===== src/rtl/player_input_conditioner.sv =====
// player_input_conditioner
//   Front-end for the two tug-of-war player keys. Each key runs through its
//   own channel: two-flop synchronizer, symmetric press/release debounce,
//   and a single registered move pulse per accepted press. Channels come out
//   of reset in HELD, so a key held through reset can never produce a move.
//
// Ports (top):
//   clk        in   system clock, rising edge
//   reset      in   synchronous, active-high
//   key_l_raw  in   left key, asynchronous, polarity set by ACTIVE_LOW
//   key_r_raw  in   right key, asynchronous, polarity set by ACTIVE_LOW
//   enable     in   1 = moves allowed, 0 = move pulses suppressed
//   L, R       out  one-cycle pulse per accepted left/right press
//   held_l/r   out  1 while that channel is in HELD or RELEASING
//
// Channel FSM:
//   state     | meaning
//   IDLE      | key debounced as released
//   ARMING    | press seen, counting stable pressed samples
//   HELD      | key debounced as pressed (also the reset state)
//   RELEASING | release seen, counting stable released samples

module player_input_conditioner_ch #(
  parameter int DEBOUNCE_CYCLES = 4,
  parameter int ACTIVE_LOW      = 1,
  parameter int CNT_W           = 20
) (
  input  logic i_clk,
  input  logic i_reset,
  input  logic i_key_raw,
  input  logic i_enable,
  output logic o_pulse,
  output logic o_held
);

  typedef enum logic [1:0] {
    ST_IDLE,
    ST_ARMING,
    ST_HELD,
    ST_RELEASING
  } state_t;

  localparam logic             LP_INV  = (ACTIVE_LOW != 0);
  localparam logic [CNT_W-1:0] LP_LAST = CNT_W'(DEBOUNCE_CYCLES - 1);
  localparam logic [CNT_W-1:0] LP_ONE  = CNT_W'(1);

  logic             w_pressed;
  logic             r_s1;
  logic             r_s;
  state_t           r_state;
  state_t           w_state_nxt;
  logic [CNT_W-1:0] r_cnt;
  logic [CNT_W-1:0] w_cnt_nxt;
  logic             r_pulse;
  logic             w_pulse_nxt;

  assign w_pressed = i_key_raw ^ LP_INV;

  always_ff @(posedge i_clk) begin
    if (i_reset) begin
      r_s1    <= 1'b0;
      r_s     <= 1'b0;
      r_state <= ST_HELD;
      r_cnt   <= '0;
      r_pulse <= 1'b0;
    end else begin
      r_s1    <= w_pressed;
      r_s     <= r_s1;
      r_state <= w_state_nxt;
      r_cnt   <= w_cnt_nxt;
      r_pulse <= w_pulse_nxt;
    end
  end

  always_comb begin
    w_state_nxt = r_state;
    w_cnt_nxt   = r_cnt;
    w_pulse_nxt = 1'b0;
    case (r_state)
      ST_IDLE: begin
        if (r_s) begin
          w_state_nxt = ST_ARMING;
          w_cnt_nxt   = LP_ONE;
        end
      end
      ST_ARMING: begin
        if (!r_s) begin
          w_state_nxt = ST_IDLE;
          w_cnt_nxt   = '0;
        end else if (r_cnt == LP_LAST) begin
          // enable is only looked at here: a press accepted while disabled
          // is consumed and never pulses later.
          w_state_nxt = ST_HELD;
          w_cnt_nxt   = '0;
          w_pulse_nxt = i_enable;
        end else begin
          w_cnt_nxt = r_cnt + LP_ONE;
        end
      end
      ST_HELD: begin
        if (!r_s) begin
          w_state_nxt = ST_RELEASING;
          w_cnt_nxt   = LP_ONE;
        end
      end
      ST_RELEASING: begin
        if (r_s) begin
          w_state_nxt = ST_HELD;
          w_cnt_nxt   = '0;
        end else if (r_cnt == LP_LAST) begin
          w_state_nxt = ST_IDLE;
          w_cnt_nxt   = '0;
        end else begin
          w_cnt_nxt = r_cnt + LP_ONE;
        end
      end
      default: begin
        w_state_nxt = ST_HELD;
        w_cnt_nxt   = '0;
      end
    endcase
  end

  assign o_pulse = r_pulse;
  assign o_held  = (r_state == ST_HELD) || (r_state == ST_RELEASING);

endmodule

module player_input_conditioner #(
  parameter int DEBOUNCE_CYCLES = 4,
  parameter int ACTIVE_LOW      = 1,
  parameter int CNT_W           = 20
) (
  input  logic clk,
  input  logic reset,
  input  logic key_l_raw,
  input  logic key_r_raw,
  input  logic enable,
  output logic L,
  output logic R,
  output logic held_l,
  output logic held_r
);

  player_input_conditioner_ch #(
    .DEBOUNCE_CYCLES(DEBOUNCE_CYCLES),
    .ACTIVE_LOW     (ACTIVE_LOW),
    .CNT_W          (CNT_W)
  ) u_ch_l (
    .i_clk    (clk),
    .i_reset  (reset),
    .i_key_raw(key_l_raw),
    .i_enable (enable),
    .o_pulse  (L),
    .o_held   (held_l)
  );

  player_input_conditioner_ch #(
    .DEBOUNCE_CYCLES(DEBOUNCE_CYCLES),
    .ACTIVE_LOW     (ACTIVE_LOW),
    .CNT_W          (CNT_W)
  ) u_ch_r (
    .i_clk    (clk),
    .i_reset  (reset),
    .i_key_raw(key_r_raw),
    .i_enable (enable),
    .o_pulse  (R),
    .o_held   (held_r)
  );

endmodule


===== config.mk =====
export PLATFORM = sky130hd
export DESIGN_NAME = player_input_conditioner
export DESIGN_NICKNAME = d
export VERILOG_FILES = /design/src/rtl/player_input_conditioner.sv
export SDC_FILE = /design/constraint.sdc
export NUM_CORES = 1
export LEC_CHECK = 0
export CAP_MARGIN = 20
export CELL_PAD_IN_SITES_DETAIL_PLACEMENT = 0
export CELL_PAD_IN_SITES_GLOBAL_PLACEMENT = 1
export CORE_MARGIN = 5
export CORE_UTILIZATION = 40
export CTS_CLUSTER_DIAMETER = 200
export DETAILED_ROUTE_END_ITERATION = 8
export PLACE_DENSITY_LB_ADDON = 0.1
export SKIP_CTS_REPAIR_TIMING = 1
export SKIP_LAST_GASP = 1
export SLEW_MARGIN = 15
export SYNTH_ARGS = -nofsm -noshare
export SYNTH_HDL_FRONTEND = slang
export SYNTH_SLANG_ARGS = --single-unit

===== constraint.sdc =====
create_clock -name clk -period 1.75 [get_ports clk]
set_clock_uncertainty 0.1 [all_clocks]
set_input_delay 0.175 -clock clk [delete_from_list [all_inputs] [get_ports clk]]
set_output_delay 0.175 -clock clk [all_outputs]
set_load 0.01 [all_outputs]

==> impl_metrics.tcl <==
set metrics [dict create \
    grtUsageTotal 0.163 \
    numCtsBuffers 5 \
    synth_xor_xnor_area_share 0.0367 \
    power_density_nw_per_um2 648 \
    gp_congestion 0.836 \
    grt_max_degree 16 \
    nFillCells 579 \
    hold_class "in -> reg" \
    finalSetupViolations 23 \
    hp-start "key_l_raw" \
    synthMuxAreaShare 0.0193 \
    ys_seq_area_frac 0.386 \
    r2r.worst_path.cells 7 \
    status "finished, violations left" \
    synth_top_family_by_area "simple AND/OR/NAND/NOR gates" \
    synth_compound_area_frac 0.171 \
    initial_core_util 0.410 \
    first_global_vias 2419 \
    vdd_drop_max_mv 0.417 \
    synth.avg_cell_area_sq_um 8.17 \
    drive_gt1_frac 0.381 \
    dp_hpwl_um 4900 \
    io_buffers 8 \
    h-tree-depth 2 \
    synth.most_common_cell "dfxtp_1" \
    viasPerCell 5.41 \
    max_freq_mhz 495 \
    synth_area_sq_um 2590 \
    n_antenna_cell 0 \
    holdPathStages 2 \
    violations "setup timing" \
    firstDrtPassIters 4 \
    core_sq_um 6310 \
    row_count 29 \
    rsz0062_at_grt "yes" \
    crit_fanout 7 \
    grt_pass1_wl_um 11200 \
    setup_ws_ps -269 \
    io_pins 9 \
    crit_arrival_ps 2120 \
    nets 416 \
    wirelength_um 7120 \
    synthTopCellsByArea "dfxtp_1, nand2_1, a31oi_1, a21oi_1, nand3_1" \
    dieWidth_um 90.5 \
    synth_warnings 0 \
    clock-sinks 50 \
    synth_enable_flop_cells 0 \
    worst_pin_slew_ps 528 \
    worstReg2RegEnd "u_ch_r.r_cnt[6]" \
    synth-async-reset-ratio 0 \
    p_leak_nw 1.45 \
    num_vias 2627 \
    cts.clk_slew.worst_paths_ps 100 \
    drt_iter0_markers 83 \
    dieArea_sq_um 8190 \
    grt-ovfl-total 0 \
    synth_top_area_share 0.386 \
    final-hold-violation-count 0 \
    wl_per_cell_um 14.7 \
    whs_endpoint "u_ch_l.r_s1" \
    syn_to_final_growth_pct 45.1 \
    end_kind "register" \
    drcViolationCount 0 \
    syn-num-nets 325 \
    cts-root-buf "clkbuf_8" \
    synth_fa_ha_area_frac 0.0145 \
    synth_seq_cells 50 \
    cp-start-kind "register" \
    synth_top_flop_cell "dfxtp_1" \
    synth_cell_types 50 \
    ant_nets 0 \
    cts_tree "yes" \
    die_h_um 90.5 \
    clk_latency_ps 310 \
    rrSetupSlack_ps -270 \
    antenna_found_initial 0 \
    worstSetupPathType "reg -> reg" \
    yosys.area.top_type "dfxtp_1" \
    clockBufferDepth 2 \
    max_slew_margin 0.646 \
    multi_input_area_sq_um 1730 \
    seqCellArea_sq_um 1010 \
    synthSimpleGateAreaFrac 0.326 \
    rr_startpoint "u_ch_r.r_cnt[15]" \
    timing.final.crit_period_ps 2020 \
    slew_violations 0 \
    fin_cells 486 \
    fin_hold_ws_ps 268 \
    cp.required_ps 1850 \
    placed_cells 469 \
    max_cap_viol_count 0 \
    synthCells 317 \
    synth_common_cells "dfxtp_1, nand2_1, nor2_1, a21oi_1, nand3_1" \
    fin_crit_sh 1.15 \
]
[sequential cells by signal, indices dropped and copies added (netlist names), named ones only]
signal	count
u_ch_l.o_pulse	1
u_ch_r.o_pulse	1
u_ch_l.r_state	1
u_ch_l.r_s1	1
u_ch_l.r_cnt	20
u_ch_l.r_s	1
u_ch_r.r_cnt	20
u_ch_r.r_s	1
u_ch_r.r_s1	1
u_ch_r.r_state	1
[cell families after synthesis]
group	count (synthesis)
AOI/OAI and AO/OA	69
xor gates and xnor gates	10
adders and majority gates	3
buffers and inverters	23
DFF	50
muxes	5
and+or+nand+nor	157
[through the flow]
step / util / area [sq um] / worst slack (ps) / setup TNS, ps / total power (W)
detailed placement: 0.525 / 3320 / -209 / -4550 / 0.00162
finish: 0.595 / 3760 / -269 / -3690 / 0.00244
global placement: 0.525 / 3320 / -188 / -3860 / 0.00162
CTS: 0.540 / 3410 / -239 / -5580 / 0.00236
floorplan: - / 2620 / -90.1 / -1280 / 0.00145
global route: 0.595 / 3760 / -313 / -5630 / 0.00257
[worst max-delay path by stage]
stage                startpoint               end  depth (start not counted)
3_3_place_gp   u_ch_r.r_cnt[15]          register                          6
6_report       u_ch_r.r_cnt[15]   u_ch_r.r_cnt[6]                          7
4_1_cts         u_ch_r.r_cnt[0]  u_ch_r.r_cnt[15]                          7
5_1_grt         u_ch_r.r_cnt[0]  u_ch_r.r_cnt[15]                          7
3_5_place_dp    u_ch_r.r_cnt[0]  u_ch_r.r_cnt[15]                          7
2_1_floorplan  u_ch_r.r_cnt[15]  u_ch_r.r_cnt[15]                          7
[worst max-delay path, cell delays in order, from the launching register on]
cell	delay, ps
dfxtp_2	330
or4_4	550
nor4_4	250
buf_4	190
a211oi_4	90
buf_4	190
a31oi_1	170
a31oi_1	50
[routing by layer]
metal	vias up	part of all wire	GRT usage
li1	1345	-	-
met2	32	0.50	0.266
met4	0	0.013	0.0447
met3	8	0.023	0.0333
met5	-	0	0
met1	1242	0.47	0.217
[layout by cell type (no fill, tap or decap), drive strengths merged]
master	synthesis	layout
a21oi	24	24
a32oi	2	2
mux2i	5	5
o2111ai	1	1
nor3	17	17
or2b	1	1
xnor2	7	7
or3	2	2
a31oi	21	21
clkbuf	8	6
nand2b	4	4
dfxtp	50	50
and4	3	3
a22oi	2	2
nor2b	4	4
and3	13	13
nand3	22	22
nand3b	5	5
buf	6	89
clkinvlp	0	1
or3b	1	1
nor2	28	28
nand4	7	7
or2	1	1
o22a	1	1
clkdlybuf4s50	0	8
nand2	36	36
nor4b	2	2
clkinv	1	2
o31ai	2	2
a221o	2	2
inv	8	8
or4	1	1
ha	3	3
nor4	9	9
a211oi	2	3
nand4b	1	1
xor2	3	3
o221a	1	1
o21ai	11	11
[power by group]
group / internal (W) / total (W) / switching [W]
registers: 0.00117 / 0.00120 / 0.0000265
clock network: 0.000319 / 0.000727 / 0.000408
logic: 0.000249 / 0.000512 / 0.000263
total: 0.00174 / 0.00244 / 0.000697
[cell type report]
class | instances | area share
clock inverter | 2 | 0.00333
clock buffer | 6 | 0.0220
sequential | 50 | 0.269
timing repair buffer | 97 | 0.210
inverter | 9 | 0.00899
tap | 77 | 0.0256
multi-input combinational | 245 | 0.461
Power figures use the tool's default switching activity.
